===== config.mk =====
export PLATFORM = sky130hd
export DESIGN_NAME = cpu_fetch
export DESIGN_NICKNAME = d
export VERILOG_FILES = /design/src/rtl/cpu_fetch.sv
export SDC_FILE = /design/constraint.sdc
export NUM_CORES = 1
export LEC_CHECK = 0
export CAP_MARGIN = 20
export CORE_AREA = 8 8 177 179
export DETAILED_ROUTE_END_ITERATION = 10
export DIE_AREA = 0 0 185 187
export GPL_ROUTABILITY_DRIVEN = 0
export HOLD_SLACK_MARGIN = 0.1
export PLACE_DENSITY_LB_ADDON = 0.3
export RECOVER_POWER = 25
export SLEW_MARGIN = 25
export SYNTH_ARGS = -nofsm -noshare
export SYNTH_HDL_FRONTEND = slang
export SYNTH_SLANG_ARGS = --single-unit

===== constraint.sdc =====
create_clock -name clk_i -period 6 [get_ports clk_i]
set_input_delay 1.8 -clock clk_i [delete_from_list [all_inputs] [get_ports clk_i]]
set_output_delay 1.8 -clock clk_i [all_outputs]
set_load 0.005 [all_outputs]

===== src/rtl/cpu_fetch.sv =====
// cpu_fetch: moxie instruction fetch with a 6-halfword queue, stall hold and flush redirect
module cpu_fetch #(
  parameter logic [31:0] RESET_VECTOR = 32'h00001000
) (
  input  logic        clk_i,
  input  logic        rst_i,
  output logic        imem_req_o,
  output logic [31:0] imem_address_o,
  input  logic [31:0] imem_data_i,
  input  logic        imem_ack_i,
  input  logic        stall_i,
  input  logic        flush_i,
  input  logic [31:0] target_i,
  output logic [15:0] opcode_o,
  output logic [31:0] operand_o,
  output logic [31:0] pc_o,
  output logic        valid_o
);
  typedef enum logic [1:0] {IDLE, WAIT, DISCARD} state_t;
  state_t state_q, state_d;
  logic [5:0][15:0] q_q, q_d, q_shift;
  logic [2:0] cnt_q, cnt_d, cnt_mid, pop_n;
  logic [31:0] head_pc_q, head_pc_d, fetch_addr_q, fetch_addr_d, addr_q, addr_d;
  logic [31:0] operand_q, operand_d, pc_q, pc_d;
  logic [15:0] opcode_q, opcode_d;
  logic skip_q, skip_d, req_q, req_d, valid_q, valid_d;
  logic is_long, avail, issue, push;
  always_comb begin
    is_long = q_q[0][15:8] inside {8'h01, 8'h03, 8'h08, 8'h09, 8'h0C, 8'h0D, 8'h1A, 8'h1B,
                                   8'h1D, 8'h1F, 8'h20, 8'h22, 8'h24, 8'h36, 8'h37, 8'h38, 8'h39};
    avail = is_long ? cnt_q >= 3'd3 : cnt_q >= 3'd1;
    issue = !stall_i && !flush_i && avail;
    pop_n = issue ? (is_long ? 3'd3 : 3'd1) : 3'd0;
    cnt_mid = cnt_q - pop_n;
    push = state_q == WAIT && imem_ack_i && !flush_i;
    q_shift = q_q >> {pop_n, 4'd0};
    q_d = q_shift;
    for (int i = 0; i < 6; i++) begin
      if (push && i == int'(cnt_mid)) q_d[i] = skip_q ? imem_data_i[15:0] : imem_data_i[31:16];
      if (push && !skip_q && i == int'(cnt_mid) + 1) q_d[i] = imem_data_i[15:0];
    end
    cnt_d = flush_i ? 3'd0 : cnt_mid + (push ? (skip_q ? 3'd1 : 3'd2) : 3'd0);
    head_pc_d = flush_i ? target_i : head_pc_q + (issue ? (is_long ? 32'd6 : 32'd2) : 32'd0);
    skip_d = flush_i ? target_i[1] : push ? 1'b0 : skip_q;
    fetch_addr_d = flush_i ? {target_i[31:2], 2'b00} : push ? fetch_addr_q + 32'd4 : fetch_addr_q;
    valid_d = flush_i ? 1'b0 : stall_i ? valid_q : avail;
    opcode_d = issue ? q_q[0] : opcode_q;
    operand_d = issue ? (is_long ? {q_q[1], q_q[2]} : 32'd0) : operand_q;
    pc_d = issue ? head_pc_q : pc_q;
  end
  always_comb begin
    state_d = state_q;
    req_d = req_q;
    addr_d = addr_q;
    if (state_q == IDLE && !flush_i && cnt_mid <= 3'd4) begin
      state_d = WAIT;
      req_d = 1'b1;
      addr_d = fetch_addr_q;
    end
    if (state_q != IDLE && imem_ack_i) begin
      state_d = IDLE;
      req_d = 1'b0;
    end
    if (state_q == WAIT && flush_i && !imem_ack_i) state_d = DISCARD;
  end
  always_ff @(posedge clk_i) begin
    if (rst_i) begin
      state_q <= IDLE;
      q_q <= '0;
      cnt_q <= 3'd0;
      head_pc_q <= RESET_VECTOR;
      fetch_addr_q <= {RESET_VECTOR[31:2], 2'b00};
      addr_q <= {RESET_VECTOR[31:2], 2'b00};
      skip_q <= RESET_VECTOR[1];
      req_q <= 1'b0;
      opcode_q <= 16'd0;
      operand_q <= 32'd0;
      pc_q <= RESET_VECTOR;
      valid_q <= 1'b0;
    end else begin
      state_q <= state_d;
      q_q <= q_d;
      cnt_q <= cnt_d;
      head_pc_q <= head_pc_d;
      fetch_addr_q <= fetch_addr_d;
      addr_q <= addr_d;
      skip_q <= skip_d;
      req_q <= req_d;
      opcode_q <= opcode_d;
      operand_q <= operand_d;
      pc_q <= pc_d;
      valid_q <= valid_d;
    end
  end
  assign imem_req_o = req_q;
  assign imem_address_o = addr_q;
  assign opcode_o = opcode_q;
  assign operand_o = operand_q;
  assign pc_o = pc_q;
  assign valid_o = valid_q;
endmodule


### Yosys cells after proc, flatten, opt, wreduce, memory -nomap -nowiden

Cells that the tools add are included.

| storage, ports and cells | value |
|---|---|
| bits in latches | 0 |
| bits in read-only memories | 0 |
| memories | 0 |
| RAM bits | 0 |
| word-level logic and storage cells | 121 |
| flip-flop bits (word level) | 280 |

| cells by class | value |
|---|---|
| mux-type cells | 29 |
| multiply operators | 0 |
| shift-type cells | 1 |
| div/mod/pow operators | 0 |
| reduce and logical (&&, ||, !) cells | 36 |
| bitwise gates (word level) | 0 |
| $add $sub $neg | 5 |
| order comparisons | 3 |
| eq/ne operators | 28 |

Operators by type and width:

| cell | number |
|---|---|
| two-way mux 16 bit | 13 |
| two-way mux 32 bit | 4 |
| >> shifter 96 x 6 -> 96 bit | 1 |
| == test 3 x 32 -> 1 bit (first input constant) | 2 |
| == test 8 x 6 -> 1 bit (second input constant) | 7 |
| adder 32 x 3 -> 32 bit | 1 |
| adder 32 x 3 -> 32 bit (second input constant) | 1 |
| == test 2 x 32 -> 1 bit (first input constant) | 1 |
| == test 4 x 32 -> 1 bit (first input constant) | 1 |
| == test 8 x 4 -> 1 bit (second input constant) | 4 |
| == test 8 x 5 -> 1 bit (second input constant) | 4 |
| logical NOT 32 bit | 1 |
| logical AND 1 bit | 22 |
| nonzero test 17 bit | 1 |
| two-way mux 2 bit | 7 |
| == test 3 bit (first input constant) | 4 |
| == test 8 x 1 -> 1 bit (second input constant) | 1 |
| == test 8 x 2 -> 1 bit (second input constant) | 1 |
| two-way mux 3 bit | 2 |
| adder 3 x 1 -> 4 bit (second input constant) | 1 |
| == test 3 x 4 -> 1 bit (first input constant) | 1 |
| logical NOT 1 bit | 4 |
| nonzero test 2 bit | 2 |
| OR reduction 2 bit | 2 |
| 12 further kinds | 14 |

### Depth between registers and ports, before layout

| logic depth | value |
|---|---|
| word-level depth | 11 |
| gate-level depth with buffers | 21 |
| mapped depth without buffers | 17 |

### Worst setup path after synthesis

OpenSTA, ideal clock, no wires.

| timing | value |
|---|---|
| path type | in2reg |
| start point | input flush_i |
| end point | register q_q[10] (netlist name) |
| cell stages on the path | 21 |
| buffers on the path | 5 |
| slack | -162 ps |
| library setup time | 142 ps |
| arrival | 6020 ps |
| required time | 5858 ps |
| path through | clkbuf_1 -> nor2_1 -> o31a_1 -> clkbuf_1 -> nand2_1 -> inv_2 -> clkbuf_1 -> ha_1 -> inv_1 -> fa_1 -> clkbuf_1 -> nand2b_1 -> inv_1 -> ha_1 -> or3b_1 -> or2_1 -> nor3_1 -> nor3_4 -> buf_4 -> a22oi_1 -> a311oi_1 |

| on the way | value |
|---|---|
| longest elaborated chain between the ends | 9 |

RTL lines:

| what | line | RTL |
|---|---|---|
| start: declaration | 12 | `input logic flush_i,` |
| logical NOT 1 bit (*) | 32 | `issue = !stall_i && !flush_i && avail;` |
| logical AND 1 bit (*) (2 in a row) | 32 |  |
| net issue | 27 | `logic is_long, avail, issue, push;` |
| two-way mux 2 bit (*) | 33 | `pop_n = issue ? (is_long ? 3'd3 : 3'd1) : 3'd0;` |
| subtractor 3 x 2 -> 3 bit | 34 | `cnt_mid = cnt_q - pop_n;` |
| adder 3 x 1 -> 4 bit or logical NOT 3 bit (tied branches) | 40, 39 |  |
| logical NOT 32 bit or logical AND 1 bit (tied branches) | 40, 39 |  |
| logical AND 1 bit or two-way mux 16 bit (tied branches) | 40, 39 |  |
| two-way mux 16 bit (*) | 40 | `if (push && !skip_q && i == int'(cnt_mid) + 1) q_d[i] = imem_data_i[15:0];` |
| end signal: assignment | 82 | `q_q <= q_d;` |
| end: declaration | 21 | `logic [5:0][15:0] q_q, q_d, q_shift;` |

The timed path passes the listed nets; every way through them passes the cells marked *.
A chain may end at the register's enable or synchronous reset.

### Worst setup path in the final report

| timing | value |
|---|---|
| start point | input stall_i |
| end point | register q_q[47] (netlist name) |

| on the way | value |
|---|---|
| longest elaborated chain between the ends | 9 |

RTL lines:

| what | line | RTL |
|---|---|---|
| start: declaration | 11 | `input logic stall_i,` |
| logical NOT 1 bit (*) | 32 |  |
| logical AND 1 bit (*) (2 in a row) | 32 |  |
| two-way mux 2 bit (*) | 33 |  |
| subtractor 3 x 2 -> 3 bit | 34 |  |
| adder 3 x 1 -> 4 bit or == test 3 bit (tied branches) | 40, 39 |  |
| == test 3 x 32 -> 1 bit or logical AND 1 bit (tied branches) | 40, 39 |  |
| logical AND 1 bit or two-way mux 16 bit (tied branches) | 40, 39 |  |
| two-way mux 16 bit (*) | 40 |  |

Every way passes the cells marked *; elsewhere a longest branch is shown, timed or not.

==> results.toml <==
[run_status]
status = "finished with violations"
violations = "capacitance limit, slew limit"

[timing]
finalHoldViolCount = 0
timing.slew.headroom = -0.840
hold_slack_ps = 445
finalSetupTns_ps = 0
rsz0062_at_grt = "no"
fin_crit_ps = 5610
tightest_slew_ps = 2760
finClkSkew_ps = 9.34
setup_viol = 0
max_clock_freq_ghz = 0.178
fin_crit_sh = 0.935
drv_slew = 113

[global_route]
grt_pass1_wl_mm = 73.1
grt.total_usage = 0.259
antenna_found_initial = 0
grt_pass1_vias = 13200
grt_max_degree = 114
grt_overflow = 0

[yosys]
synth_top_family_by_area = "compound AO/OA/AOI/OAI gates"
ys_ff_latch = 276
synthDistinctLibCells = 78
synth.avg_cell_area_um2 = 8.21
synthTopCellsByArea = "dfxtp_1 40%, nand2_1 5.8%, a21oi_1 5.2%, nor2_1 4.6%, a22oi_1 4.3%"
synth_area_leader_cell = "dfxtp_1"
netlist_instances = 1701
synth_warnings = 0
syn_area_um2 = 14000
synth-seq-area-share = 0.396
yosys-mux-area-fraction = 0.0351
synth_edf_count = 0
synthAdderAreaFrac = 0.00968
async_flop_share = 0
synth_top_cell_area_share = 0.396
synth-xor-area-share = 0.0374
synth_compound_area_frac = 0.274
yosys_most_used_dff = "dfxtp_1"
synthSimpleGateAreaFrac = 0.187

[critical_path]
endpoint_kind = "register"
start_kind = "primary input"
required_ps = 6470
arrival_ps = 6070
crit_start = "stall_i"
regToRegStartpoint = "q_q[11]$_SDFFE_PP0P_"
crit_fanout = 69
path_class = "primary input to register"

[drt]
drc = 0
routedWlPerCell_um = 21.4
antenna_left = 0
avgViaCountPerCell = 6.26
drt_iter0_markers = 1452
wl_mm = 46.9
dr.pass1.iters = 6
num_vias = 13700

[floorplan]
die_height_um = 187
coreArea_um2 = 28400
rows = 62
dieWidth_um = 185
initial_core_util = 0.492
dieArea_um2 = 34600
io_pins = 183

[power_and_ir_drop]
seq_power_share = 0.470
pwr-share-clk = 0.436
switching_share = 0.253
switching_power_w = 0.00105
powerDensity_nw_per_um2 = 248
p_leak_nw = 5.83
peakVddDrop_mv = 0.207
comb_power_share = 0.094
internal_power_w = 0.00311

[clock_network]
ctsHoldBuffers = 0
htree_num_levels = 1
cts_resized = 0
tritoncts = "done"
cts_root_buf = "clkbuf_16"
cts_buffers = 31
clk_latency_ps = 550
clk_pin_slew_worst_paths_ps = 60
cts_setup_buffers = 0
cts_buffer_depth = 3
cts.sinks = 276

[layout]
diodes = 0
nNetsFinal = 1863
layout-drive-gt1-share = 0.0726
syn2layout_area_growth_pct = 20.2

[hold_path]
min_from = "imem_address_o[23]$_SDFFE_PP0P_"
min_path_type = "register to register"

[run]
drv_cap = 2

[placement]
io_buffers = 180
dp_hpwl_mm = 31.7
## cell type report
| cell class | instances | area (um2) |
|---|---|---|
| multi-input cells | 1230 | 7650 |
| well taps | 384 | 480 |
| repair buffers | 214 | 2060 |
| fillers | 2568 | 11600 |
| clock inverters | 8 | 93.8 |
| clock buffers | 44 | 855 |
| flip-flops and latches | 276 | 5530 |
| inverters | 32 | 123 |
## metrics by stage
| stage | power (W) | cells | setup WS (ps) | utilization | instance area (um2) |
|---|---|---|---|---|---|
| global placement | 0.00237 | 2135 | 281 | 0.558 | 15800 |
| global route | 0.00429 | 2188 | 214 | 0.591 | 16800 |
| detailed placement | 0.00238 | 2135 | 131 | 0.558 | 15800 |
| finish | 0.00416 | 2188 | 392 | 0.591 | 16800 |
| floorplan | 0.00222 | 1702 | 24.5 | - | 14000 |
| CTS | 0.00417 | 2187 | 680 | 0.591 | 16800 |
## worst paths after layout
check | endpoint | slack (ps) | cells after the start
worst max register to register | q_q[47]$_SDFF_PP0_ | 1290 | 8
worst max-delay path | q_q[47]$_SDFF_PP0_ | 390 | 8
worst min-delay path | imem_address_o[23]$_SDFFE_PP0P_ | 450 | 2
worst min register to register | imem_address_o[23]$_SDFFE_PP0P_ | 450 | 2
## placed cells by master, fill, tap and decap left out, drive strengths merged, types with 17 or more instances in the layout
master         Yosys  final
dfxtp            276    276
nand2            217    217
nor2             172    172
a21oi            147    147
clkdlybuf4s50      0    124
a22oi             80     80
o21ai             69     69
nand3             59     59
dlygate4sd3        0     54
a311oi            48     48
clkbuf           112     47
a21boi            34     34
nor3              34     34
a211o             32     32
buf               52     32
inv               31     32
mux2i             31     31
xnor2             31     31
xor2              27     27
a211oi            25     25
o21a              20     20
nand4             20     20
o211ai            17     17
## flip-flops by register name, summed over array words and instances (netlist names)
| signal | cells |
|---|---|
| state_q | 2 |
| opcode_o | 16 |
| q_q | 96 |
| cnt_q | 3 |
| valid_o | 1 |
| fetch_addr_q | 30 |
| imem_address_o | 30 |
| operand_o | 32 |
| skip_q | 1 |
| pc_o | 32 |
| imem_req_o | 1 |
| head_pc_q | 32 |
## Yosys cell counts, types with 6 or more instances
cell type,number
a311oi_1,38
a41o_1,13
a22oi_1,80
a221oi_1,15
a211o_1,32
mux2_2,16
a311oi_2,10
nand2_1,216
o21a_1,20
xnor2_1,29
inv_1,28
nand3_1,59
o211ai_1,17
a211oi_1,25
or2_0,8
nor2_1,171
buf_2,25
buf_1,9
a41oi_1,14
o21bai_1,6
nand2b_1,8
ha_1,6
mux2i_1,31
a21oi_1,146
buf_4,13
nor3_1,32
xor2_1,27
clkbuf_1,112
and4_1,6
nand4_1,20
and3_1,8
o21ai_0,66
dfxtp_1,276
a21boi_0,30
## cell families (layout without fill, tap and decap cells)
group	count (synthesis)	after routing
AND/OR/NAND/NOR	572	572
AO/OA/AOI/OAI	542	542
flip-flops	276	276
buffers and inverters	196	298
XOR/XNOR	58	58
multiplexers	47	47
adder cells (fa/ha/maj)	9	9
other	1	2
## worst max-delay path, cell delays in order
cell	delay (ps)
dlygate4sd3_1	610
nor2_1	110
o31a_1	170
nand2_4	70
clkbuf_2	480
dlymetal6s4s_1	2120
a22oi_1	300
a211oi_1	330
## layer usage
metal | wire [um] | up-vias | track usage
met5 | 0 | - | 0
met4 | 2650 | 0 | 0.135
met3 | 3410 | 187 | 0.0425
met2 | 23100 | 672 | 0.448
met1 | 17800 | 6529 | 0.302
li1 | - | 6301 | -
## power groups by stage
stage	logic, W	clock network (W)	registers, W
after floorplan	0.000252	0	0.00196
after CTS	0.000390	0.00183	0.00195
after global placement	0.000383	0	0.00199
after global routing	0.000420	0.00191	0.00196
final	0.000392	0.00181	0.00195
after detailed placement	0.000388	0	0.00199
Power figures use the tool's default switching activity.
